--- config.mk ---
export PLATFORM = sky130hd
export DESIGN_NAME = uart_tx_serializer
export DESIGN_NICKNAME = d
export VERILOG_FILES = /design/src/rtl/uart_tx_serializer.sv
export SDC_FILE = /design/constraint.sdc
export NUM_CORES = 1
export LEC_CHECK = 0
export BUFFER_PORTS_ARGS = -buffer_cell sky130_fd_sc_hd__buf_2
export CORE_MARGIN = 2
export CORE_UTILIZATION = 55
export CTS_CLUSTER_DIAMETER = 120
export DETAILED_ROUTE_END_ITERATION = 10
export GPL_ROUTABILITY_DRIVEN = 0
export PLACE_DENSITY = 0.77
export REMOVE_ABC_BUFFERS = 1
export SYNTH_ARGS = -nofsm -noshare
export SYNTH_HDL_FRONTEND = slang
export SYNTH_SLANG_ARGS = --single-unit
--- constraint.sdc ---
create_clock -name clk -period 2 [get_ports clk]
set_input_delay 0.3 -clock clk [delete_from_list [all_inputs] [get_ports clk]]
set_output_delay 0.3 -clock clk [all_outputs]
set_load 0.005 [all_outputs]
--- src/rtl/uart_tx_serializer.sv ---
// 8N1 UART transmitter with registered handshake, done pulse and sticky overrun.
// Define UART_TX_PARITY_EN for an 8E1 frame with an even parity bit after bit 7.
module uart_tx_serializer #(
  parameter int CLKS_PER_BIT = 16
) (
  input  logic       clk,
  input  logic       rst,
  input  logic       tx_ctrl,
  input  logic [7:0] data_send,
  output logic       transmit_ready,
  output logic       tx_serial,
  output logic       tx_done,
  output logic       overrun
);

  localparam int CW = (CLKS_PER_BIT > 1) ? $clog2(CLKS_PER_BIT) : 1;
  localparam logic [CW-1:0] CNT_MAX = CW'(CLKS_PER_BIT - 1);

`ifdef UART_TX_PARITY_EN
  typedef enum logic [2:0] {
    IDLE, START, DATA, PARITY, STOP
  } state_t;
`else
  typedef enum logic [2:0] {
    IDLE, START, DATA, STOP
  } state_t;
`endif

  state_t          state;
  logic [CW-1:0]   cnt;
  logic [7:0]      shreg;
  logic [2:0]      idx;
  logic            bit_end;
`ifdef UART_TX_PARITY_EN
  logic            par_bit;
`endif

  assign bit_end = (cnt == CNT_MAX);

  always_ff @(posedge clk) begin
    if (rst) begin
      state          <= IDLE;
      cnt            <= '0;
      shreg          <= '0;
      idx            <= '0;
      transmit_ready <= 1'b1;
      tx_serial      <= 1'b1;
      tx_done        <= 1'b0;
      overrun        <= 1'b0;
`ifdef UART_TX_PARITY_EN
      par_bit        <= 1'b0;
`endif
    end else begin
      tx_done <= 1'b0;
      if (tx_ctrl && !transmit_ready)
        overrun <= 1'b1;
      if (state != IDLE)
        cnt <= bit_end ? '0 : cnt + 1'b1;
      unique case (state)
        IDLE: begin
          if (tx_ctrl) begin
            shreg          <= data_send;
            idx            <= '0;
            cnt            <= '0;
            state          <= START;
            tx_serial      <= 1'b0;
            transmit_ready <= 1'b0;
`ifdef UART_TX_PARITY_EN
            par_bit        <= ^data_send;
`endif
          end
        end
        START: begin
          if (bit_end) begin
            state     <= DATA;
            tx_serial <= shreg[0];
          end
        end
        DATA: begin
          if (bit_end) begin
            shreg <= shreg >> 1;
            idx   <= idx + 3'd1;
            if (idx == 3'd7) begin
`ifdef UART_TX_PARITY_EN
              state     <= PARITY;
              tx_serial <= par_bit;
`else
              state     <= STOP;
              tx_serial <= 1'b1;
`endif
            end else begin
              tx_serial <= shreg[1];
            end
          end
        end
`ifdef UART_TX_PARITY_EN
        PARITY: begin
          if (bit_end) begin
            state     <= STOP;
            tx_serial <= 1'b1;
          end
        end
`endif
        STOP: begin
          if (bit_end) begin
            state          <= IDLE;
            transmit_ready <= 1'b1;
            tx_done        <= 1'b1;
            tx_serial      <= 1'b1;
          end
        end
        default: state <= IDLE;
      endcase
    end
  end

endmodule
Word level (Yosys, flattened, before mapping)

Index checks and enable logic that the tools add are counted.

$add $sub $neg: 2
Eq/ne operators: 10
Muxes and demuxes: 24
Bitwise gates (word level): 1
Reduce and logical (&&, ||, !) cells: 12

Operators with widths:

| operator            | number |
|---|---|
| $mux 3              | 7 |
| $mux 4              | 4 |
| $mux 8              | 2 |
| $pmux 8 s2          | 1 |
| $pmux 3 s4          | 1 |
| $ne 2x2->1 const B  | 5 |
| $reduce_and 5->1    | 2 |
| $eq 3x2->1 const B  | 2 |
| $mux 1              | 6 |
| $pmux 3 s2          | 1 |
| $reduce_and 3->1    | 2 |
| $add 4x1->4 const B | 1 |
| $eq 4x4->1 const B  | 1 |
| $pmux 1 s4          | 1 |
| $reduce_bool 2->1   | 2 |
| $reduce_bool 4->1   | 1 |
| $add 3x1->3 const B | 1 |
| $eq 3x1->1 const B  | 1 |
| $eq 3x3->1 const B  | 1 |
| $logic_not 3->1     | 1 |
| $reduce_bool 3->1   | 1 |
| $pmux 1 s2          | 1 |
| $reduce_or 2->1     | 1 |
| $logic_and 1x1->1   | 1 |
| 2 further kinds     | 2 |

Register bits after elaboration: 22
Bits of input ports: 11
Word-level logic and storage cells: 57

Longest topological paths before layout

Gate-level depths: netlist (run 1).

Word-level depth: 5
Depth in mapped cells: 6

Least setup slack after synthesis (run 1)

No wires, ideal clock.

Kind: flip-flop to flip-flop
From: reg state[0]
To: reg state[0]
Data arrival time: 1.710 ns
Data required time: 1.877 ns
Path slack: 0.166 ns
Stages on the path, launching flop included: 6
Buffers on the path: 0
Cells stage by stage: dfxtp_1 inv_1 ha_1 or3_4 a221oi_2 mux2_1

Word-level cells in the longest chain between the ends: 3

RTL lines:

| element                                  | line | source |
|---|---|---|
| start, declared                          | 29   | `state_t state;` |
| start signal, assigned                   | 42   | `state <= IDLE;` |
| start signal, assigned                   | 65   | `state <= START;` |
| start signal, assigned                   | 75   | `state <= DATA;` |
| $eq 3x2->1, or another cell as far along | 59   | `unique case (state)` |
| $ne 2x2->1 (no source line)              | n/a  |  |
| $reduce_and 5->1 (no source line)        | n/a  |  |

Several ways; a longest one is shown, not always the timed one.
A chain may end at the register's enable or synchronous reset.

Worst setup path in the final report (run 1)

Ends and elaborated chain as after synthesis.

==> results of run 1 <==
==> cell families after synthesis <==
| family | after synthesis |
|---|---|
| AND/OR/NAND/NOR | 45 |
| flip-flops | 21 |
| AO/OA/AOI/OAI | 18 |
| multiplexers | 17 |
| buffers and inverters | 11 |
| adder cells (fa/ha/maj) | 8 |
| XOR/XNOR | 2 |
==> routing by layer <==
metal / GRT usage / up-vias / share of wire
li1: - / 456 / -
met1: 0.2239 / 431 / 0.48
met2: 0.3067 / 12 / 0.49
met3: 0.02727 / 2 / 0.026
met4: 0.05556 / 0 / 0.0057
met5: 0 / - / 0
==> state kept, by name, summed over array words and instances, names as in the netlist <==
| name | count |
|---|---|
| overrun | 1 |
| idx | 3 |
| state | 2 |
| tx_serial | 1 |
| cnt | 4 |
| shreg | 8 |
| tx_done | 1 |
| transmit_ready | 1 |
==> stage by stage <==
step | utilization | setup TNS, ns
5_1_grt | 0.6665 | 0
4_1_cts | 0.6601 | 0
3_5_place_dp | 0.6467 | 0
2_1_floorplan | - | -0.01962
6_report | 0.6665 | 0
3_3_place_gp | 0.6467 | 0
==> worst min-delay path by stage <==
stage,endpoint,startpoint
after floorplan,cnt[2],rst
after detailed placement,shreg[7],shreg[7]
after global placement,overrun,overrun
after global routing,shreg[7],data_send[7]
after CTS,shreg[7],data_send[7]
final,shreg[7],data_send[7]
==> critical path: stages, from the launching register on <==
cell	delay, ns
dfxtp_2	0.38
inv_1	0.08
ha_1	0.24
or3_4	0.41
a221oi_4	0.33
mux2_1	0.35
==> power by group through the flow <==
stage	Clock [uW]	Sequential, uW	Combinational, uW
final	205	625	822
after global routing	226	645	903
after CTS	219	624	792
after detailed placement	0	633	783
after global placement	0	625	762
after floorplan	0	614	576
==> cell usage after synthesis, types with 2 or more instances <==
library cell / number
a21oi_1: 6
clkbuf_1: 4
mux2i_1: 9
nor2_1: 16
nand2_1: 3
ha_1: 8
mux2_2: 7
dfxtp_1: 21
nand2b_1: 7
inv_1: 6
nand3_1: 3
o32ai_1: 2
nor2b_1: 9
==> cell type report <==
class | count | area (um2) | share of cell area
Timing Repair Buffer | 19 | 107.6 | 0.08230
Inverter | 6 | 22.52 | 0.01722
Multi-Input combinational cell | 90 | 695.7 | 0.5321
Sequential cell | 21 | 421.7 | 0.3225
Clock buffer | 4 | 26.28 | 0.02010
Tap cell | 27 | 33.78 | 0.02584
==> flow_summary.yaml, run 1 <==
worst_setup_path:
  crit_required_ns: 2.19
  reg2reg_to: "state[0]"
  crit_start: "state[0]"
  cp.arrival_ns: 2.07
  critPathMaxFanout: 4
  r2r_setup_slack_ns: 0.12
  start_kind: "flip-flop"
  endpoint: "state[0]"
  crit_type: "reg -> reg"
  reg2reg_depth: 5
  reg2reg_from: "state[0]"
  end_kind: "flip-flop"
clock_tree:
  clk_pin_slew_ns: 0.12
  cts_resized: 0
  post-cts-setup-buffer-count: 0
  cts_sinks: 21
  ctsHoldBuffers: 0
  clk_latency_ns: 0.30
  cts-buffers-inserted: 3
  clock_path_buffers: 2
  cts-htree-levels: 1
  cts_tree: "done"
  cts-root-buf: "clkbuf_4"
floorplan:
  core_area_mm2: 0.001962
  die_h_um: 49.68
  num_io_pins: 15
  start_util: 0.5848
  fp.dieW_um: 49.68
  core.rowCount: 16
  dieArea_mm2: 0.002468
synth:
  synth_adder_area_share: 0.08724
  ys_dominant_reg_cell: "dfxtp_1"
  synth_top_cell_area_share: 0.3664
  yosys_warnings: 0
  yosys.area_share.simple: 0.2170
  synth.distinct_cells: 34
  ys_async_sr_fraction: 0
  synth.area.top_cells: "dfxtp_1 37%, ha_1 8.7%, mux2i_1 7.9%, mux2_2 6.9%, nor2_1 5.2%"
  synth_compound_area_frac: 0.1200
  synth-seq-cells: 21
  syn_area_mm2: 0.001147
  syn-mean-instance-area_um2: 9.405
  synthXorXnorAreaFrac: 0.01527
  synth_top_family_by_area: "simple AND/OR/NAND/NOR gates"
  synth_seq_area_share: 0.3664
  synth-edff-count: 0
  synth_top_area_cell: "dfxtp_1"
  synthMuxAreaShare: 0.1570
  synthCells: 122
place:
  pre_cts_slack_ns: 0.08718
  hpwl_um: 1484
  placed_cell_area_mm2: 0.001269
  port_buffers: 14
  place_inst: 163
layout:
  fill_cells: 181
  syn_to_final_growth_pct: 13.96
  mostFrequentLayoutCell: "dfxtp_1"
  drive_above_1_share: 0.2500
  diodes: 0
  nets: 160
  final_cell_mix: "20 x dfxtp_1, 16 x nor2_1, 14 x buf_2"
  fin_area_mm2: 0.001308
  layout.cells.non_filler: 167
grt:
  grt-ovfl-total: 0
  track_usage: 0.1770
  grt_pass1_wl_um: 3429
  grt_pass1_vias: 793
  antenna_found_initial: 0
  grt_start_max_net_pins: 35
pwr:
  swShare: 0.3633
  clkPwrFrac: 0.124
  comb_power_share: 0.497
  p_int_uw: 1052
  p_sw_uw: 600.3
  p_seq_frac: 0.378
  power.leakage_uw: 0.0005470
  total_power_uw: 1652
  power_density_mw_per_mm2: 1264
  ir_worst_vdd_uv: 759.6
timing:
  setup_viol: 0
  grt_setup_unrepaired: "false"
  whs_ns: 0.2303
  timing.fmax_mhz: 531.1
  hold_viol_final: 0
  clock_skew_ns: 0.005695
  drv_slew: 0
  fin_ws_ns: 0.1171
  worst_pin_slew_ns: 0.5241
  fin_crit_sh: 0.9415
  maxSlewHeadroom: 0.6506
  min_period_ns: 1.883
routing:
  via_per_inst: 5.395
  route.detailed.drc: 0
  vias: 901
  postRouteAntennaNets: 0
  totalWireLength_um: 2102
  wire_per_inst_um: 12.59
  first_pass_iters: 4
  drtIter0Drc: 12
worst_hold_path:
  whs_path_depth: 3
  worstHoldPathType: "in -> reg"
outcome:
  outcome: "complete, no violations"
flow_run:
  maxCapViolCount: 0
No activity file was read; power rests on OpenSTA's default activity.
==> inputs of run 2 (changes only) <==
--- a/config.mk
+++ b/config.mk
@@ -8,6 +8,7 @@
 export BUFFER_PORTS_ARGS = -buffer_cell sky130_fd_sc_hd__buf_2
 export CORE_MARGIN = 2
 export CORE_UTILIZATION = 55
+export CTS_BUF_LIST = sky130_fd_sc_hd__clkbuf_16
 export CTS_CLUSTER_DIAMETER = 120
 export DETAILED_ROUTE_END_ITERATION = 10
 export GPL_ROUTABILITY_DRIVEN = 0
==> run 2 against run 1 <==
  * Hold slack gained 0.064 ns
  * Count of clock-buffer cells in the layout shrank 1
  * Wire length is essentially flat
  * Global-route usage grew 0.70 points
  * Critical path type unchanged
  * Largest power group unchanged
==> flow_summary.yaml, run 2 (same netlist as run 1, synthesis figures left out) <==
clock_tree:
  clk_pin_slew_ns: 0.06
  cts-buffers-inserted: 3
  cts_resized: 0
  cts-root-buf: "clkbuf_16"
  ctsHoldBuffers: 0
  cts-htree-levels: 1
  post-cts-setup-buffer-count: 0
  clk_latency_ns: 0.25
  cts_tree: "done"
  cts_sinks: 21
  clock_path_buffers: 2
grt:
  busiest_layer: "met2"
  antenna_found_initial: 0
  use_met2: 0.3156
  grt_pass1_wl_um: 3567
  grt_use_met3: 0.02727
  track_usage: 0.1840
  grt_pass1_vias: 824
  met1_usage: 0.2372
  grt-ovfl-total: 0
  grt_start_max_net_pins: 35
floorplan:
  num_io_pins: 15
  fp.dieW_um: 49.68
  dieArea_mm2: 0.002468
  die_h_um: 49.68
  core.rowCount: 16
  core_area_mm2: 0.001962
  start_util: 0.5848
routing:
  via_per_inst: 5.365
  first_pass_iters: 4
  drtIter0Drc: 10
  vias: 896
  wire_per_inst_um: 12.60
  route.detailed.drc: 0
  totalWireLength_um: 2104
  postRouteAntennaNets: 0
layout:
  diodes: 0
  mostFrequentLayoutCell: "dfxtp_1"
  layout.cells.non_filler: 167
  top_regs: "shreg (8), cnt (4), idx (3)"
  nets: 160
  fin_area_mm2: 0.001360
  syn_to_final_growth_pct: 18.54
  largest_register_ffs: 8
  largest-register: "shreg"
  utilization: 0.6932
  drive_above_1_share: 0.2500
  final_cell_mix: "20 x dfxtp_1, 16 x nor2_1, 14 x buf_2"
pwr:
  p_seq_frac: 0.338
  power_density_mw_per_mm2: 1369
  comb_power_share: 0.440
  power.leakage_uw: 0.0005743
  p_sw_uw: 618.8
  p_int_uw: 1243
  ir_worst_vdd_uv: 820.0
  total_power_uw: 1862
  swShare: 0.3323
  clkPwrFrac: 0.222
flow_run:
  maxCapViolCount: 0
worst_setup_path:
  crit_type: "reg -> reg"
  crit_path_max_incr_delay_ns: 0.41
  crit_slowest_cell: "or3_4"
  cp.arrival_ns: 1.99
  critPathMaxFanout: 4
  crit_chain: "inv_1 > ha_1 > or3_4 > a221oi_4 > mux2_1"
  end_kind: "flip-flop"
  crit_required_ns: 2.13
  start_kind: "flip-flop"
place:
  port_buffers: 14
  hpwl_um: 1484
  placed_cell_area_mm2: 0.001269
  pre_cts_slack_ns: 0.08718
  place_inst: 163
timing:
  clock_skew_ns: 0.002410
  min_period_ns: 1.858
  worst_pin_slew_ns: 0.5386
  hold_viol_final: 0
  grt_setup_unrepaired: "false"
  drv_slew: 0
  maxSlewHeadroom: 0.6410
  timing.fmax_mhz: 538.1
  setup_viol: 0
  fin_crit_sh: 0.9292
  fin_ws_ns: 0.1416
outcome:
  outcome: "complete, no violations"
worst_hold_path:
  worstHoldPathType: "in -> reg"
run 2: cell count changes in the layout (fill, tap and decap cells not counted):
cell	delta
clkbuf_16	+3
clkbuf_1	-1
inv_1	+1
clkbuf_4	-3
run 2: layer usage:
metal	up-vias	share of wire
met5	-	0
met4	0	0
met2	13	0.49
li1	460	-
met1	423	0.49
met3	0	0.024
run 2: final timing paths:
check / slack [ns] / to / cells past startpoint / startpoint
setup / recovery: 0.14 / state[0] / 5 / state[0]
hold / removal: 0.29 / shreg[7] / 3 / data_send[7]
setup reg to reg: 0.14 / state[0] / 5 / state[0]
hold reg to reg: 0.48 / shreg[7] / 2 / shreg[7]
run 2: final cells by class:
cell class | count | area [um2]
repair buffers | 19 | 107.6
fillers | 171 | 601.8
multi-input cells | 90 | 695.7
flip-flops and latches | 21 | 421.7
inverters | 6 | 22.52
clock buffers | 3 | 75.07
well taps | 27 | 33.78
clock inverters | 1 | 3.754
run 2: stage by stage:
step                       TNS, ns  hold slack [ns]
after floorplan           -0.01962           0.3719
after global placement           0           0.4464
after detailed placement         0           0.4754
after CTS                        0           0.2978
after global routing             0           0.3117
final                            0           0.2938
run 2: critical path: cells and delay by family, from the launching register on:
kind            cells  cell delay (ns)
simple gates        1             0.41
mux                 1             0.34
flops               1             0.36
fa+ha+maj           1             0.25
compound gates      1             0.31
buf+inv             1             0.08
run 2: power by group through the flow:
stage	clock network, uW	logic [uW]	registers [uW]
finish	414	819	629
global route	439	898	645
CTS	425	796	624
detailed placement	0	783	633
global placement	0	762	625
floorplan	0	576	614
==> inputs of run 3 (changes only) <==
--- a/config.mk
+++ b/config.mk
@@ -13,7 +13,6 @@
 export DETAILED_ROUTE_END_ITERATION = 10
 export GPL_ROUTABILITY_DRIVEN = 0
 export PLACE_DENSITY = 0.77
-export REMOVE_ABC_BUFFERS = 1
 export SYNTH_ARGS = -nofsm -noshare
 export SYNTH_HDL_FRONTEND = slang
 export SYNTH_SLANG_ARGS = --single-unit
==> run 3 against run 2 <==
  * Sequential power is essentially flat
  * First-iteration DRC count up 20%
  * Hold slack improved by 0.047 ns
  * Critical path depth did not move
  * Power down 2.4%
  * Highest routed layer is now met4
  * Die area unchanged
  * Flip-flop and latch count did not move
  * Count of clock-buffer cells in the layout unchanged
  * Critical path type unchanged
  * Largest cell class unchanged
  * Core utilization down 1.0 points
  * Largest power group unchanged
  * Wire length is 1.0% lower
  * Sequential share of layout area increased by 0.37 points
  * Clock skew about the same
==> flow_summary.yaml, run 3 (same netlist as run 1, synthesis figures left out) <==
timing:
  timing.fmax_mhz: 538.8
  drv_slew: 0
  min_period_ns: 1.856
  hold_viol_final: 0
  maxSlewHeadroom: 0.6516
  worst_pin_slew_ns: 0.5226
  fin_ws_ns: 0.1439
  tns_ns: 0
  setup_viol: 0
  grt_setup_unrepaired: "false"
  clock_skew_ns: 0.002178
  fin_crit_sh: 0.9280
layout:
  diodes: 0
  top_regs: "shreg (8), cnt (4), idx (3)"
  utilization: 0.6830
  nets: 159
  seqCellArea_um2: 420.4
  layout.cells.non_filler: 166
  syn_to_final_growth_pct: 16.79
  fin_area_mm2: 0.001340
  final_cell_mix: "21 x dfxtp_1, 16 x nor2_1, 14 x buf_2"
  largest-register: "shreg"
  fill_cells: 173
  mostFrequentLayoutCell: "dfxtp_1"
  drive_above_1_share: 0.2374
  multi_input_area_um2: 684.4
  largest_register_ffs: 8
grt:
  grt_use_met3: 0.03636
  met1_usage: 0.2357
  antenna_found_initial: 0
  grt_start_max_net_pins: 35
  use_met2: 0.3178
  track_usage: 0.1880
  busiest_layer: "met2"
  grt-ovfl-total: 0
  grt_pass1_wl_um: 3684
  grt_pass1_vias: 894
worst_setup_path:
  crit_chain: "inv_1 > ha_1 > or3_4 > a221oi_2 > mux2_1"
  crit_type: "reg -> reg"
  crit_slowest_cell: "dfxtp_1"
  endpoint: "state[0]"
  reg2reg_from: "state[0]"
  crit_path_max_incr_delay_ns: 0.38
  reg2reg_to: "state[0]"
  crit_start: "state[0]"
  r2r_setup_slack_ns: 0.14
  critPathTopFamily: "flip-flops"
  reg2reg_depth: 5
  critPathMaxFanout: 4
  crit_required_ns: 2.13
  crit_cells: 5
  end_kind: "flip-flop"
  cp.arrival_ns: 1.99
  start_kind: "flip-flop"
  worst-path-buf-inv: 1
place:
  placed_cell_area_mm2: 0.001261
  pre_cts_slack_ns: 0.1380
  place_inst: 162
  port_buffers: 14
  hpwl_um: 1515
clock_tree:
  cts_sinks: 21
  cts-buffers-inserted: 3
  clk_latency_ns: 0.25
  clock_path_buffers: 2
  cts_tree: "done"
  cts-root-buf: "clkbuf_16"
  cts-htree-levels: 1
  cts_resized: 0
  post-cts-setup-buffer-count: 0
  clk_pin_slew_ns: 0.05
  ctsHoldBuffers: 0
synth:
  syn_nets: 141
outcome:
  outcome: "complete, no violations"
floorplan:
  dieArea_mm2: 0.002468
  core_area_mm2: 0.001962
  start_util: 0.5848
  num_io_pins: 15
  core.rowCount: 16
  die_h_um: 49.68
  fp.dieW_um: 49.68
routing:
  via_per_inst: 5.476
  totalWireLength_um: 2083
  vias: 909
  wire_per_inst_um: 12.55
  route.detailed.drc: 0
  first_pass_iters: 4
  drtIter0Drc: 12
  postRouteAntennaNets: 0
pwr:
  ir_worst_vdd_uv: 772.5
  power.leakage_uw: 0.0005665
  power_density_mw_per_mm2: 1356
worst_hold_path:
  worstHoldPathType: "in -> reg"
flow_run:
  maxCapViolCount: 0
## run 3: cell count changes in the layout (fill, tap and decap cells not counted)
cell	change
buf_4	-1
a221oi_2	+1
dfxtp_2	-1
dfxtp_1	+1
a221oi_4	-1
## run 3: power by group
part	internal (uW)	switching, uW	total, uW
sequential	543	87.2	630
clock	266	139	405
combinational	411	372	783
total	1220	598	1820
## run 3: worst min-delay path by stage
stage	end	slack, ns	depth (start not counted)	start
final	shreg[7]	0.34	3	data_send[7]
after detailed placement	idx[2]	0.47	2	idx[2]
after CTS	shreg[7]	0.33	3	data_send[7]
after global placement	overrun	0.45	2	overrun
after floorplan	cnt[3]	0.42	1	tx_ctrl
after global routing	shreg[7]	0.34	3	data_send[7]
## run 3: cell type report
| type | count | share of cell area |
|---|---|---|
| repair buffers | 18 | 0.07470 |
| clock inverters | 1 | 0.002801 |
| flip-flops and latches | 21 | 0.3137 |
| inverters | 6 | 0.01681 |
| clock buffers | 3 | 0.05602 |
| well taps | 27 | 0.02521 |
| multi-input cells | 90 | 0.5107 |
## run 3: through the flow
| stage | power (uW) | hold WS (ns) |
|---|---|---|
| 6_report | 1818 | 0.3411 |
| 5_1_grt | 1943 | 0.3370 |
| 4_1_cts | 1829 | 0.3338 |
| 3_5_place_dp | 1415 | 0.4723 |
| 3_3_place_gp | 1379 | 0.4530 |
| 2_1_floorplan | 1203 | 0.4157 |
## run 3: routing by layer
layer  wire [um]  vias to the layer above
li1            -                      457
met1         960                      424
met2        1008                       22
met3          79                        6
met4          36                        0
met5           0                        -
## run 3: tightest hold or removal path, stage by stage
cell	delay [ns]
buf_2	0.09
nand2_1	0.06
mux2i_1	0.08
